==> src/rtl/vga_timing_pkg.sv <==
// Shared raster timing constants for the 640x480@60 Hz (800x521) mode.
// Renderers take their back-porch offsets (HBP/VBP) from here.
package vga_timing_pkg;

    localparam int unsigned CNT_W   = 10;
    localparam int unsigned DIV_W   = 4;

    localparam int unsigned HPIXELS = 800;
    localparam int unsigned VLINES  = 521;
    localparam int unsigned HSW     = 128;
    localparam int unsigned VSW     = 2;
    localparam int unsigned HBP     = 144;
    localparam int unsigned HFP     = 784;
    localparam int unsigned VBP     = 31;
    localparam int unsigned VFP     = 511;

    typedef logic [CNT_W-1:0] coord_t;

    localparam coord_t COORD_ZERO = 10'd0;
    localparam coord_t COORD_ONE  = 10'd1;

    // Half-open window test [lo, hi) on 10-bit unsigned coordinates.
    function automatic logic in_window(coord_t pos, coord_t lo, coord_t hi);
        return (pos >= lo) && (pos < hi);
    endfunction

endpackage

==> src/rtl/pix_clk_div.sv <==
// pix_clk_div: divides the system clock down to the pixel rate.
// adv_o tells the owner to step its counters on this edge; pix_tick_o is the
// registered strobe that is high for the clock in which the new position shows.
module pix_clk_div #(
    parameter int unsigned DIV = 4
) (
    input  logic clk_i,
    input  logic clr_n_i,
    input  logic en_i,
    output logic adv_o,
    output logic pix_tick_o
);
    import vga_timing_pkg::*;

    localparam logic [DIV_W-1:0] DIV_LAST = DIV_W'(DIV - 1);
    localparam logic [DIV_W-1:0] DIV_ZERO = 4'd0;
    localparam logic [DIV_W-1:0] DIV_ONE  = 4'd1;

    logic [DIV_W-1:0] div_q;
    logic [DIV_W-1:0] div_d;
    logic             tick_q;
    logic             tick_d;

    // Divider next state: count 0..DIV-1 while enabled, hold otherwise.
    always_comb begin
        div_d  = div_q;
        tick_d = 1'b0;
        adv_o  = 1'b0;
        if (en_i) begin
            if (div_q == DIV_LAST) begin
                div_d  = DIV_ZERO;
                tick_d = 1'b1;
                adv_o  = 1'b1;
            end else begin
                div_d  = div_q + DIV_ONE;
            end
        end else begin
            div_d  = div_q;
        end
    end

    // Divider and tick registers; asynchronous clear to the idle state.
    always_ff @(posedge clk_i or negedge clr_n_i) begin
        if (!clr_n_i) begin
            div_q  <= DIV_ZERO;
            tick_q <= 1'b0;
        end else begin
            div_q  <= div_d;
            tick_q <= tick_d;
        end
    end

    assign pix_tick_o = tick_q;

endmodule

==> src/rtl/vga_timing_gen.sv <==
// vga_timing_gen: raster position, sync, visible-window and frame pulses.
// All decoded outputs are computed from the next-state counters and
// registered alongside them, so they always describe the current hc/vc.
module vga_timing_gen #(
    parameter int unsigned DIV     = 4,
    parameter int unsigned HPIXELS = vga_timing_pkg::HPIXELS,
    parameter int unsigned VLINES  = vga_timing_pkg::VLINES,
    parameter int unsigned HSW     = vga_timing_pkg::HSW,
    parameter int unsigned VSW     = vga_timing_pkg::VSW,
    parameter int unsigned HBP     = vga_timing_pkg::HBP,
    parameter int unsigned HFP     = vga_timing_pkg::HFP,
    parameter int unsigned VBP     = vga_timing_pkg::VBP,
    parameter int unsigned VFP     = vga_timing_pkg::VFP
) (
    input  logic       clk,
    input  logic       clr_n,
    input  logic       en,
    output logic [9:0] hc,
    output logic [9:0] vc,
    output logic       hsync,
    output logic       vsync,
    output logic       vidon,
    output logic       pix_tick,
    output logic       frame_start,
    output logic       vblank_start,
    output logic [7:0] frame_cnt
);
    import vga_timing_pkg::*;

    localparam coord_t H_LAST = coord_t'(HPIXELS - 1);
    localparam coord_t V_LAST = coord_t'(VLINES - 1);
    localparam coord_t H_SW   = coord_t'(HSW);
    localparam coord_t V_SW   = coord_t'(VSW);
    localparam coord_t H_BP   = coord_t'(HBP);
    localparam coord_t H_FP   = coord_t'(HFP);
    localparam coord_t V_BP   = coord_t'(VBP);
    localparam coord_t V_FP   = coord_t'(VFP);

    logic       adv_s;
    coord_t     hc_q, hc_d;
    coord_t     vc_q, vc_d;
    logic [7:0] frame_cnt_q, frame_cnt_d;
    logic       hsync_q, hsync_d;
    logic       vsync_q, vsync_d;
    logic       vidon_q, vidon_d;
    logic       frame_start_q, frame_start_d;
    logic       vblank_start_q, vblank_start_d;

    pix_clk_div #(
        .DIV        (DIV)
    ) u_pix_clk_div (
        .clk_i      (clk),
        .clr_n_i    (clr_n),
        .en_i       (en),
        .adv_o      (adv_s),
        .pix_tick_o (pix_tick)
    );

    // Position next state: step hc on each pixel, wrap into vc, then frames.
    always_comb begin
        hc_d        = hc_q;
        vc_d        = vc_q;
        frame_cnt_d = frame_cnt_q;
        if (adv_s) begin
            if (hc_q == H_LAST) begin
                hc_d = COORD_ZERO;
                if (vc_q == V_LAST) begin
                    vc_d        = COORD_ZERO;
                    frame_cnt_d = frame_cnt_q + 8'd1;
                end else begin
                    vc_d        = vc_q + COORD_ONE;
                end
            end else begin
                hc_d = hc_q + COORD_ONE;
            end
        end else begin
            hc_d = hc_q;
        end
    end

    // Decode sync, window and boundary pulses from the position being loaded.
    always_comb begin
        hsync_d        = (hc_d >= H_SW);
        vsync_d        = (vc_d >= V_SW);
        vidon_d        = in_window(hc_d, H_BP, H_FP) && in_window(vc_d, V_BP, V_FP);
        frame_start_d  = adv_s && (hc_d == COORD_ZERO) && (vc_d == COORD_ZERO);
        vblank_start_d = adv_s && (hc_d == COORD_ZERO) && (vc_d == V_FP);
    end

    // Position and decoded outputs update together; clear is asynchronous.
    always_ff @(posedge clk or negedge clr_n) begin
        if (!clr_n) begin
            hc_q           <= COORD_ZERO;
            vc_q           <= COORD_ZERO;
            frame_cnt_q    <= 8'd0;
            hsync_q        <= 1'b0;
            vsync_q        <= 1'b0;
            vidon_q        <= 1'b0;
            frame_start_q  <= 1'b0;
            vblank_start_q <= 1'b0;
        end else begin
            hc_q           <= hc_d;
            vc_q           <= vc_d;
            frame_cnt_q    <= frame_cnt_d;
            hsync_q        <= hsync_d;
            vsync_q        <= vsync_d;
            vidon_q        <= vidon_d;
            frame_start_q  <= frame_start_d;
            vblank_start_q <= vblank_start_d;
        end
    end

    assign hc           = hc_q;
    assign vc           = vc_q;
    assign frame_cnt    = frame_cnt_q;
    assign hsync        = hsync_q;
    assign vsync        = vsync_q;
    assign vidon        = vidon_q;
    assign frame_start  = frame_start_q;
    assign vblank_start = vblank_start_q;

endmodule
==> config.mk <==
export PLATFORM = sky130hd
export DESIGN_NAME = vga_timing_gen
export DESIGN_NICKNAME = d
export VERILOG_FILES = /design/src/rtl/vga_timing_pkg.sv /design/src/rtl/pix_clk_div.sv /design/src/rtl/vga_timing_gen.sv
export SDC_FILE = /design/constraint.sdc
export NUM_CORES = 1
export LEC_CHECK = 0
export ABC_AREA = 1
export ABC_CLOCK_PERIOD_IN_PS = 3000
export CAP_MARGIN = 25
export CORE_MARGIN = 4
export CORE_UTILIZATION = 24
export CTS_CLUSTER_DIAMETER = 40
export CTS_CLUSTER_SIZE = 30
export DETAILED_ROUTE_END_ITERATION = 8
export GPL_TIMING_DRIVEN = 0
export PLACE_DENSITY = 0.52
export RECOVER_POWER = 100
export SYNTH_ARGS = -nofsm -noshare
export SYNTH_HDL_FRONTEND = slang
export SYNTH_SLANG_ARGS = --single-unit
==> constraint.sdc <==
create_clock -name clk -period 3 [get_ports clk]
set_input_delay 0.75 -clock clk [delete_from_list [all_inputs] [get_ports clk]]
set_output_delay 0.75 -clock clk [all_outputs]
set_load 0.03 [all_outputs]
==> qor.csv, run 1 <==
stage;metric;value;unit
outcome;status;complete, no violations;
worst_setup_path;WS Path Type;in -> reg;
worst_setup_path;critical path data required time;3.22;ns
worst_setup_path;critical path capture point type;flip-flop;
clock_network;Max Root-Sink Buffers;2;
worst_setup_path;CP max FO;10;
cells_and_area;fin nets;335;
logic_synthesis;yosys warns;0;
worst_setup_path;Setup crit start;en;
clock_network;htree depth;2;
logic_synthesis;Syn Inst Count;283;
drt;1st-iter DRT viols;77;
power;Peak VDD IR;0.000199;V
drt;DRC viols;0;
global_routing;global-route wire length before repair;9100;µm
hold_path;hold wc startpoint;frame_cnt[7]$_DFFE_PN0P_;
logic_synthesis;Synth Register Bits;38;
power;Logic pwr share;0.262;
clock_network;Clock transition at path regs;0.07;ns
place;input/output buffers;36;
clock_network;Resized cells post-CTS;0;
floorplanning;IO Pins;37;
floorplanning;Die Ht;105;µm
timing;Tmin final;2.66;ns
global_routing;antenna violations before repair;0;
clock_network;CTS tree;yes;
worst_setup_path;crit-path max cell delay;0.67;ns
clock_network;CTS buffer count;5;
clock_network;CTS root buffer;clkbuf_8;
worst_setup_path;Worst Path Arrival;2.88;ns
hold_path;worst min path class;reg -> reg;
timing;crit share post-route;0.887;
place;final RePlAce weighted congestion;0.780;
logic_synthesis;Post-Syn Nets;291;
worst_setup_path;Worst setup SP type;primary input;
floorplanning;Core Footprint;9200;µm²
timing;Slew headroom;0.229;
drt;Pre-antenna DRT Iters;4;
timing;f_max;376;MHz
power;Switch Pwr;0.464;mW
power;Seq pwr share;0.472;
drt;DR vias/cell;4.27;
power;sw frac;0.343;
worst_setup_path;CP max stage cell;dlygate4sd3_1;
timing;endpoints failing setup;0;
power;share of power burned in the clock network;0.266;
timing;setup TNS;0;ns
logic_synthesis;Unique masters post-synth;31;
cells_and_area;Layout area overhead;23.8;%
clock_network;Clock Sinks;38;
clock_network;# hold bufs at CTS;0;
flow_run;Max Cap Violations;0;
clock_network;worst skew pair latency;0.28;ns
drt;Routed WL;5200;µm
drt;drt wl/cell;11.9;µm
global_routing;Global Route Usage Sum;0.101;
cells_and_area;# diodes;0;
power;leakage power total;1.34;nW
timing;Max Clock Skew;0.00537;ns
power;Internal Power;0.890;mW
global_routing;vias in the first global route;1909;
logic_synthesis;Mapped Area;2260;µm²
logic_synthesis;Synth Area per Inst;7.99;µm²
timing;Final Hold Viols;0;
global_routing;largest net degree at the start of global routing;22;
place;Setup WS pre-CTS;0.228;ns
floorplanning;initial core utilization;0.246;
timing;RSZ-0062 raised after global routing;no;
floorplanning;Die ar.;11000;µm²
floorplanning;Die Wd;105;µm
timing;Final WS setup;0.340;ns
drt;routed vias;1874;
timing;fin. max-slew vios;0;
cells_and_area;Final Non-Filler Cells;439;
place;DP HPWL;4150;µm
cells_and_area;share of layout cells above drive strength 1;0.0976;
worst_setup_path;worst-path cell chain;dlygate4sd3_1, nand3_2, inv_1, buf_6, buf_6, nand4_1, nand3_1, nand2_1, nor2_1, nand3_1, nor2_2;
logic_synthesis;sequential share of the synthesized area;0.420;
global_routing;GR Overflow Total;0;
drt;post-route ant nets;0;
power;pwr/cell area;483;nW/µm²
worst_setup_path;FF-to-FF Start;hc[0]$_DFF_PN0_;
place;Placed Cells incl. Taps;431;
clock_network;post-CTS setup buffer count;0;
floorplanning;Placement Rows;35;
timing;Worst-Margin Slew;1.16;ns
==> power groups by stage <==
stage | registers (mW) | clock network, mW | logic (mW)
after global placement | 0.649 | 0 | 0.368
after global routing | 0.649 | 0.393 | 0.397
final | 0.639 | 0.360 | 0.355
after floorplan | 0.702 | 0 | 0.189
after CTS | 0.642 | 0.377 | 0.380
after detailed placement | 0.652 | 0 | 0.379
==> kinds of logic after synthesis <==
group / count (synthesis) / synth area share
and+or+nand+nor: 166 / 0.379
buffers and inverters: 51 / 0.0951
DFF: 38 / 0.420
AOI/OAI and AO/OA: 12 / 0.0337
xor gates and xnor gates: 10 / 0.0387
adders and majority gates: 5 / 0.0277
muxes: 1 / 0.00498
==> flip-flops by register name, summed over array words and instances, names as in the netlist <==
name	count
frame_cnt	8
frame_start	1
hc	10
hsync	1
u_pix_clk_div.div_q	4
u_pix_clk_div.pix_tick_o	1
vblank_start	1
vc	10
vidon	1
vsync	1
==> placed cells by master (no fill, tap or decap), types with 4 or more instances in the layout <==
cell,count
clkbuf_1,4
clkbuf_8,6
dfrtp_1,38
dlygate4sd3_1,35
ha_1,5
inv_1,44
nand2_1,60
nand3_1,35
nand4_1,14
nor2_1,35
nor2_2,7
o21ai_0,9
xnor2_1,7
==> through the flow <==
stage	utilization	power, mW	cell area, µm²	hold slack [ns]
2_1_floorplan	-	0.890	2260	0.454
3_3_place_gp	0.300	1.02	2760	0.457
3_5_place_dp	0.303	1.03	2780	0.467
4_1_cts	0.313	1.40	2880	0.423
5_1_grt	0.305	1.44	2800	0.495
6_report	0.305	1.35	2800	0.461
==> critical path: cells and delay by family <==
| family | cells | cell delay [ns] |
|---|---|---|
| and+or+nand+nor | 7 | 0.94 |
| buffers and inverters | 4 | 1.18 |
==> area by class of cell <==
type / instances / area [µm²]
buffer: 4 / 37.5
clock buffer: 7 / 86.3
clock inverter: 1 / 5.00
fill: 1016 / 6390
inverter: 47 / 176
multi-input combinational: 194 / 1050
sequential: 38 / 951
tap: 111 / 139
timing repair buffer: 37 / 358
==> synthesized netlist by cell type <==
master	n	area share
nand3b_1	1	0.0033
inv_2	4	0.0066
nand2_2	1	0.0028
nor2_1	31	0.051
o21bai_1	1	0.0033
nor2_8	1	0.0088
and2_1	1	0.0028
o21ai_1	1	0.0022
nor2_2	10	0.028
o21ai_2	2	0.0077
o21bai_2	1	0.0050
xor2_1	3	0.012
nor3_2	4	0.018
nor2_4	2	0.010
buf_6	3	0.015
a21oi_1	1	0.0022
dfrtp_1	38	0.42
nor3_1	1	0.0022
inv_1	43	0.071
nand3_2	5	0.022
nand2_8	1	0.0088
nand3_1	32	0.071
ha_1	5	0.028
nand3_4	1	0.0077
mux2_2	1	0.0050
nand2_1	60	0.10
nand4_1	14	0.039
xnor2_1	7	0.027
buf_2	1	0.0022
o21ai_0	6	0.013
nand2_4	1	0.0050
==> worst paths after layout <==
path	to	slack, ns	cells after the start
worst min-delay path	frame_cnt[7]$_DFFE_PN0P_	0.46	1
max in group asynchronous	vc[1]$_DFF_PN0_	0.84	2
min in group asynchronous	hc[4]$_DFF_PN0_	0.59	1
worst max-delay path	frame_start$_DFF_PN0_	0.34	11
worst max register to register	vidon$_DFF_PN0_	0.63	14
worst min register to register	frame_cnt[7]$_DFFE_PN0P_	0.46	1
==> metal layers <==
layer,wire [µm],track usage
met3,178,0.0235
met2,2390,0.158
met1,2580,0.139
met5,0,0
met4,54,0.0337
No activity file was read; power rests on OpenSTA's default activity.
==> run 2: changes to the inputs <==
Settings changed: ABC_CLOCK_PERIOD_IN_PS 3000 to 2290, PLACE_DENSITY 0.52 to 0.54.
Clock period 3 ns to 2.29 ns, I/O delays scaled along.
==> qor.csv, run 2 (synthesis gave the netlist of run 1 again) <==
stage;metric;value;unit;change
clock_network;Max Root-Sink Buffers;2;;unchanged
worst_setup_path;CP top delay family;buffers and inverters;;unchanged
worst_setup_path;Worst setup SP type;flip-flop;;was primary input
cells_and_area;Layout area overhead;27.5;%;was 23.8%
floorplanning;Placement Rows;35;;unchanged
worst_setup_path;Critical Path Stages;1;;was 11
worst_setup_path;Critical path buffers and inverters;1;;was 4
power;pwr/cell area;647;nW/µm²;was 483 nW/µm²
floorplanning;Die ar.;11000;µm²;unchanged
global_routing;antenna violations before repair;0;;unchanged
clock_network;# hold bufs at CTS;0;;unchanged
timing;Hold Slack;0.460;ns;was 0.461 ns
worst_setup_path;worst-path cell chain;dlygate4sd3_1;;was dlygate4sd3_1, nand3_2, inv_1, buf_6, buf_6, nand4_1, nand3_1, nand2_1, nor2_1, nand3_1, nor2_2
clock_network;worst skew pair latency;0.29;ns;was 0.28 ns
timing;Final Hold Viols;0;;unchanged
drt;routed vias;1903;;was 1874
clock_network;Resized cells post-CTS;1;;was 0
place;final RePlAce weighted congestion;0.774;;was 0.780
drt;1st-iter DRT viols;75;;was 77
drt;DR vias/cell;4.33;;was 4.27
floorplanning;initial core utilization;0.246;;unchanged
drt;drt wl/cell;11.8;µm;was 11.9 µm
worst_setup_path;Worst R2R End;frame_start$_DFF_PN0_;;was vidon$_DFF_PN0_
power;Peak VDD IR;0.000243;V;was 0.000199 V
clock_network;CTS buffer count;5;;unchanged
timing;RSZ-0062 raised after global routing;no;;unchanged
drt;DRC viols;0;;unchanged
outcome;status;complete, no violations;;unchanged
global_routing;largest net degree at the start of global routing;39;;was 22
timing;Final WS setup;0.146;ns;was 0.340 ns
timing;Worst-Margin Slew;0.966;ns;was 1.16 ns
worst_setup_path;CP max FO;8;;was 10
floorplanning;Die Ht;105;µm;unchanged
timing;Max Clock Skew;0.0115;ns;was 0.00537 ns
clock_network;CTS root buffer;clkbuf_8;;unchanged
timing;Slew headroom;0.356;;was 0.229
worst_setup_path;FF-to-FF Start;u_pix_clk_div.div_q[0]$_DFFE_PN0P_;;was hc[0]$_DFF_PN0_
global_routing;vias in the first global route;1933;;was 1909
drt;Pre-antenna DRT Iters;4;;unchanged
drt;Routed WL;5170;µm;was 5200 µm
place;DP HPWL;4000;µm;was 4150 µm
global_routing;global-route wire length before repair;9160;µm;was 9100 µm
flow_run;Max Cap Violations;0;;unchanged
worst_setup_path;Worst R2R Path Depth;12;;was 14
power;leakage power total;1.36;nW;was 1.34 nW
timing;endpoints failing setup;0;;unchanged
worst_setup_path;Setup crit start;hc[8]$_DFF_PN0_;;was en
cells_and_area;commonest non-fill, non-tap cell in the layout;nand2_1;;unchanged
clock_network;htree depth;2;;unchanged
timing;crit share post-route;0.936;;
worst_setup_path;WS Path Type;reg -> out;;was in -> reg
floorplanning;Die Wd;105;µm;unchanged
floorplanning;IO Pins;37;;unchanged
hold_path;worst min path class;reg -> reg;;unchanged
worst_setup_path;R2R setup slack;0.19;ns;was 0.63 ns
worst_setup_path;critical path data required time;1.72;ns;was 3.22 ns
clock_network;CTS tree;yes;;unchanged
drt;post-route ant nets;0;;unchanged
floorplanning;Core Footprint;9200;µm²;unchanged
global_routing;GR Overflow Total;0;;unchanged
cells_and_area;share of layout cells above drive strength 1;0.149;;was 0.0976
timing;fin. max-slew vios;0;;unchanged
place;input/output buffers;36;;unchanged
cells_and_area;commonest cells after routing, fill and taps aside;nand2_1 (60), inv_1 (44), dfrtp_1 (37);;was nand2_1 (60), inv_1 (44), dfrtp_1 (38)
worst_setup_path;CP max stage cell;dlygate4sd3_1;;unchanged
worst_setup_path;critical path capture point type;primary output;;was flip-flop
cells_and_area;area taken by multi-input logic gates;1110;µm²;was 1050 µm²
timing;f_max;466;MHz;
cells_and_area;fin nets;335;;unchanged
cells_and_area;# diodes;0;;unchanged
clock_network;post-CTS setup buffer count;0;;unchanged
clock_network;Clock transition at path regs;0.08;ns;was 0.07 ns
worst_setup_path;crit-path max cell delay;0.79;ns;was 0.67 ns
worst_setup_path;Setup crit end;hc[8];;was frame_start$_DFF_PN0_
worst_setup_path;Worst Path Arrival;1.57;ns;was 2.88 ns
timing;setup TNS;0;ns;unchanged
timing;Tmin final;2.14;ns;
global_routing;Global Route Usage Sum;0.101;;about the same
cells_and_area;storage element area;952;µm²;was 951 µm²
place;Setup WS pre-CTS;-0.302;ns;was 0.228 ns
cells_and_area;final-layout fill cell count;977;;was 1016
clock_network;Clock Sinks;38;;unchanged
## run 2: cell count changes in the layout (fill, tap and decap cells not counted), moves of 3 or more
cell and delta:
o21ai_0 -3, nor2_4 +3, nand3_1 -4, nand3_2 +4, nor2_1 -5
## run 2: area by class of cell
type,instances,area share
timing repair buffer,37,0.123
sequential,38,0.330
inverter,47,0.0612
multi-input combinational,194,0.386
clock inverter,2,0.0130
tap,111,0.0482
clock buffer,6,0.0252
buffer,4,0.0134
## run 2: how the worst min path moves through the flow
stage                                         from                  endpoint  depth (start not counted)
after detailed placement  frame_cnt[7]$_DFFE_PN0P_  frame_cnt[7]$_DFFE_PN0P_                          1
after global routing      frame_cnt[7]$_DFFE_PN0P_  frame_cnt[7]$_DFFE_PN0P_                          1
after CTS                                    clr_n           hc[8]$_DFF_PN0_                          2
final                     frame_cnt[7]$_DFFE_PN0P_  frame_cnt[7]$_DFFE_PN0P_                          1
after floorplan                              clr_n  frame_cnt[0]$_DFFE_PN0P_                          0
after global placement    frame_cnt[7]$_DFFE_PN0P_  frame_cnt[7]$_DFFE_PN0P_                          1
## run 2: report_power, final
group	total, mW	internal (mW)	leakage [nW]	switching (mW)
Clock	0.563	0.325	0.0514	0.238
Sequential	0.835	0.751	0.439	0.0848
Combinational	0.467	0.175	0.871	0.292
## run 2: metrics by stage
step / power (mW) / util / cell area, µm² / cells
2_1_floorplan: 1.17 / - / 2260 / 283
3_3_place_gp: 1.33 / 0.300 / 2760 / 430
3_5_place_dp: 1.34 / 0.302 / 2780 / 431
4_1_cts: 1.92 / 0.314 / 2890 / 439
5_1_grt: 2.00 / 0.314 / 2880 / 439
6_report: 1.87 / 0.314 / 2880 / 439
## run 2: per-layer routing
metal  vias to the layer above  global-route usage  share of wire
li1                        979                   -              -
met1                       891               0.137           0.49
met2                        31               0.158           0.46
met3                         2              0.0284          0.039
met4                         0              0.0253         0.0058
met5                         -                   0              0
==> edit, RTL diff (flow settings as in run 2) <==
The package constant `DIV_W` goes from 4 to 6.
--- a/src/rtl/vga_timing_pkg.sv
+++ b/src/rtl/vga_timing_pkg.sv
@@ -3,7 +3,7 @@
 package vga_timing_pkg;
 
     localparam int unsigned CNT_W   = 10;
-    localparam int unsigned DIV_W   = 4;
+    localparam int unsigned DIV_W   = 6;
 
     localparam int unsigned HPIXELS = 800;
     localparam int unsigned VLINES  = 521;
Formal check against the unedited RTL: same outputs for any inputs over 10 cycles, from zero or initial values; that may be too few to reach the edited logic, so the function may still have changed.
==> edit against run 2 <==
- sequential power is 6.7% higher
- synthesized cell count rose by 13%
- non-clock buffer count is 11 higher
- final cell count up 15%
- sequential cell count grew 2
- die area up 4.6%
- worst setup slack gained 15 ps
- synthesized area up 5.0%
- largest cell class unchanged
- critical path depth did not move
- final area up 6.0%
- power up 0.27%
- wire length increased by 15%
==> edit: results (changes against run 2) <==
* Number of levels the H-tree was split into: 2 (unchanged)
- Hold crit path type: primary input to async pin
- After synthesis, the cell types taking the most area are sky130_fd_sc_hd__dfrtp_1, sky130_fd_sc_hd__nand2_1, sky130_fd_sc_hd__nand3_1.
- The global-route total usage across every layer came to 0.1110 (+0.01016).
- The slew at the pin closest to its max-slew limit was 831.8 ps (-134.6 ps).
* Total nets after synthesis: 327 (+12%)
* First-pass GRT wire length: 10,170 µm (+11%)
* Total of warnings raised by yosys: 0 (unchanged)
- Data arrival time of the critical path: 1560 ps
- Largest net degree at the start of global routing: 27 (-31%)
- The endpoint identified for the worst register-to-register timing path is frame_start.
- The proportion of register bits with asynchronous set or reset after synthesis came to 1.000 (unchanged).
- The largest individual stage delay along the critical path comes from the cell sky130_fd_sc_hd__dlygate4sd3_1.
- By count the netlist is led by sky130_fd_sc_hd__nand2_1, sky130_fd_sc_hd__nor2_1, sky130_fd_sc_hd__dfrtp_1.
- The largest fanout on the critical path came to 8 (unchanged).
- Most instantiated flip-flop cell in the synthesis netlist: sky130_fd_sc_hd__dfrtp_1
- The reported leakage power was 0.001516 µW (+11%).
* Count of input and output buffers: 35 (-2.8%)
- The sequential area share after synthesis was 0.4215 (+0.001142).
* Share of layout cells above drive strength 1: 0.1287 (-0.02070)
* Number of global-route vias before repair: 2,066 (+6.9%)
- The stage delay of the slowest cell on the critical path is 790 ps (about the same).
- The total number of nets in the final design is 380 (+13%).
* First drt pass iteration count: 4 (unchanged)
- The initial antenna violation count is 0 (unchanged).
- The placed instance count is 488 (+13%).
- Setup crit start: hc[7]
- The startpoint identified for the worst register-to-register timing path is hc[0].
- Clock root cell: sky130_fd_sc_hd__clkbuf_8
- Wire length reported by the detailed router: 5924 µm (+15%)
* Mean instance size in the synthesized netlist: 7.444 µm² (-6.9%)
- The fill cell instance count of the final layout came to 1,053 (+7.8%).
- R2r worst-path depth: 12 (unchanged)
- The number of DRC markers after the initial detailed-route iteration was 89 (+19%).
- Outcome: complete, no violations
* Detailed placer's ending HPWL: 4467 µm (+12%)
- Via Count: 2,168 (+14%)
* Distinct cell type count of the synthesized netlist: 27 (-13%)
- Skew final: 4.647 ps (-6.856 ps)
* Worst reg-to-reg setup slack: 220 ps (+30 ps)
- Clock insertion delay at the later pin of the skew report: 290 ps (about the same)
- Worst-case vdd ir drop: 0.3003 mV (+24%)
- ANT cells: 0 (unchanged)
* RD Place Congestion: 0.8618 (+11%)
- The worst slack on hold paths was 347.5 ps (-112.6 ps).
- The non-filler instance count after layout is 506 (+15%).
-- edit: cell types whose count changed in the layout (fill, tap and decap cells not counted), moves of 3 or more --
cell / before / now
sky130_fd_sc_hd__a21oi_1: 1 / 5
sky130_fd_sc_hd__buf_4: 0 / 10
sky130_fd_sc_hd__inv_1: 44 / 38
sky130_fd_sc_hd__nand2_1: 60 / 95
sky130_fd_sc_hd__nand3_1: 31 / 34
sky130_fd_sc_hd__nand3_2: 6 / 1
sky130_fd_sc_hd__nand4_1: 14 / 9
sky130_fd_sc_hd__nor2_1: 30 / 42
sky130_fd_sc_hd__nor2_2: 9 / 6
sky130_fd_sc_hd__nor3_2: 4 / 1
sky130_fd_sc_hd__xnor2_1: 7 / 2
sky130_fd_sc_hd__xor2_1: 3 / 11
-- edit: cells by family after synthesis --
family,synth area share
flip-flops,0.4215
AND/OR/NAND/NOR,0.3841
XOR/XNOR,0.04795
buffers and inverters,0.07745
AO/OA/AOI/OAI,0.03793
multiplexers,0.004741
adder cells (fa/ha/maj),0.02634
-- edit: power breakdown --
group	total (µW)	internal, µW	switching (µW)
Combinational	467	185	282
Clock	514	244	269
Sequential	891	795	95.7
-- edit: final cells by class --
type / count / area share
buffer: 6 / 0.01309
clock inverter: 2 / 0.004910
inverter: 39 / 0.04787
multi-input combinational: 234 / 0.3858
clock buffer: 6 / 0.02700
sequential: 40 / 0.3282
timing repair buffer: 46 / 0.1387
tap: 133 / 0.05442
-- edit: repair_timing --
item / 4_1_cts / 5_1_grt
setup endpoints to repair: 0 / 4
hold buffers: 0 / 0
endpoints found under the hold margin: 0 / 0
setup buffers: 0 / 10
gates resized for setup: 0 / 6
-- edit: worst max path at each step --
stage | to | depth (start not counted) | slack, ps
after floorplan | vidon | 14 | 300
after global placement | frame_cnt[0] | 1 | -460
after detailed placement | vblank_start | 11 | 80
after CTS | vblank_start | 11 | 40
after global routing | vblank_start | 10 | 10
final | hc[7] | 1 | 160
-- edit: routing by layer --
| layer | share of wire | wire (µm) | track usage |
|---|---|---|---|
| met1 | 0.48 | 2834 | 0.1479 |
| met2 | 0.45 | 2679 | 0.1810 |
| met3 | 0.062 | 367 | 0.03119 |
| met4 | 0.0071 | 42 | 0.02164 |
| met5 | 0 | 0 | 0 |
-- edit: through the flow --
step	setup TNS, ps	utilization	cell area, µm²	worst slack (ps)
CTS	0	0.3102	3004	40.72
global placement	-18350	0.2986	2892	-462.5
global route	0	0.3158	3058	14.76
floorplan	0	-	2375	297.8
detailed placement	0	0.3001	2907	75.60
finish	0	0.3158	3058	161.3
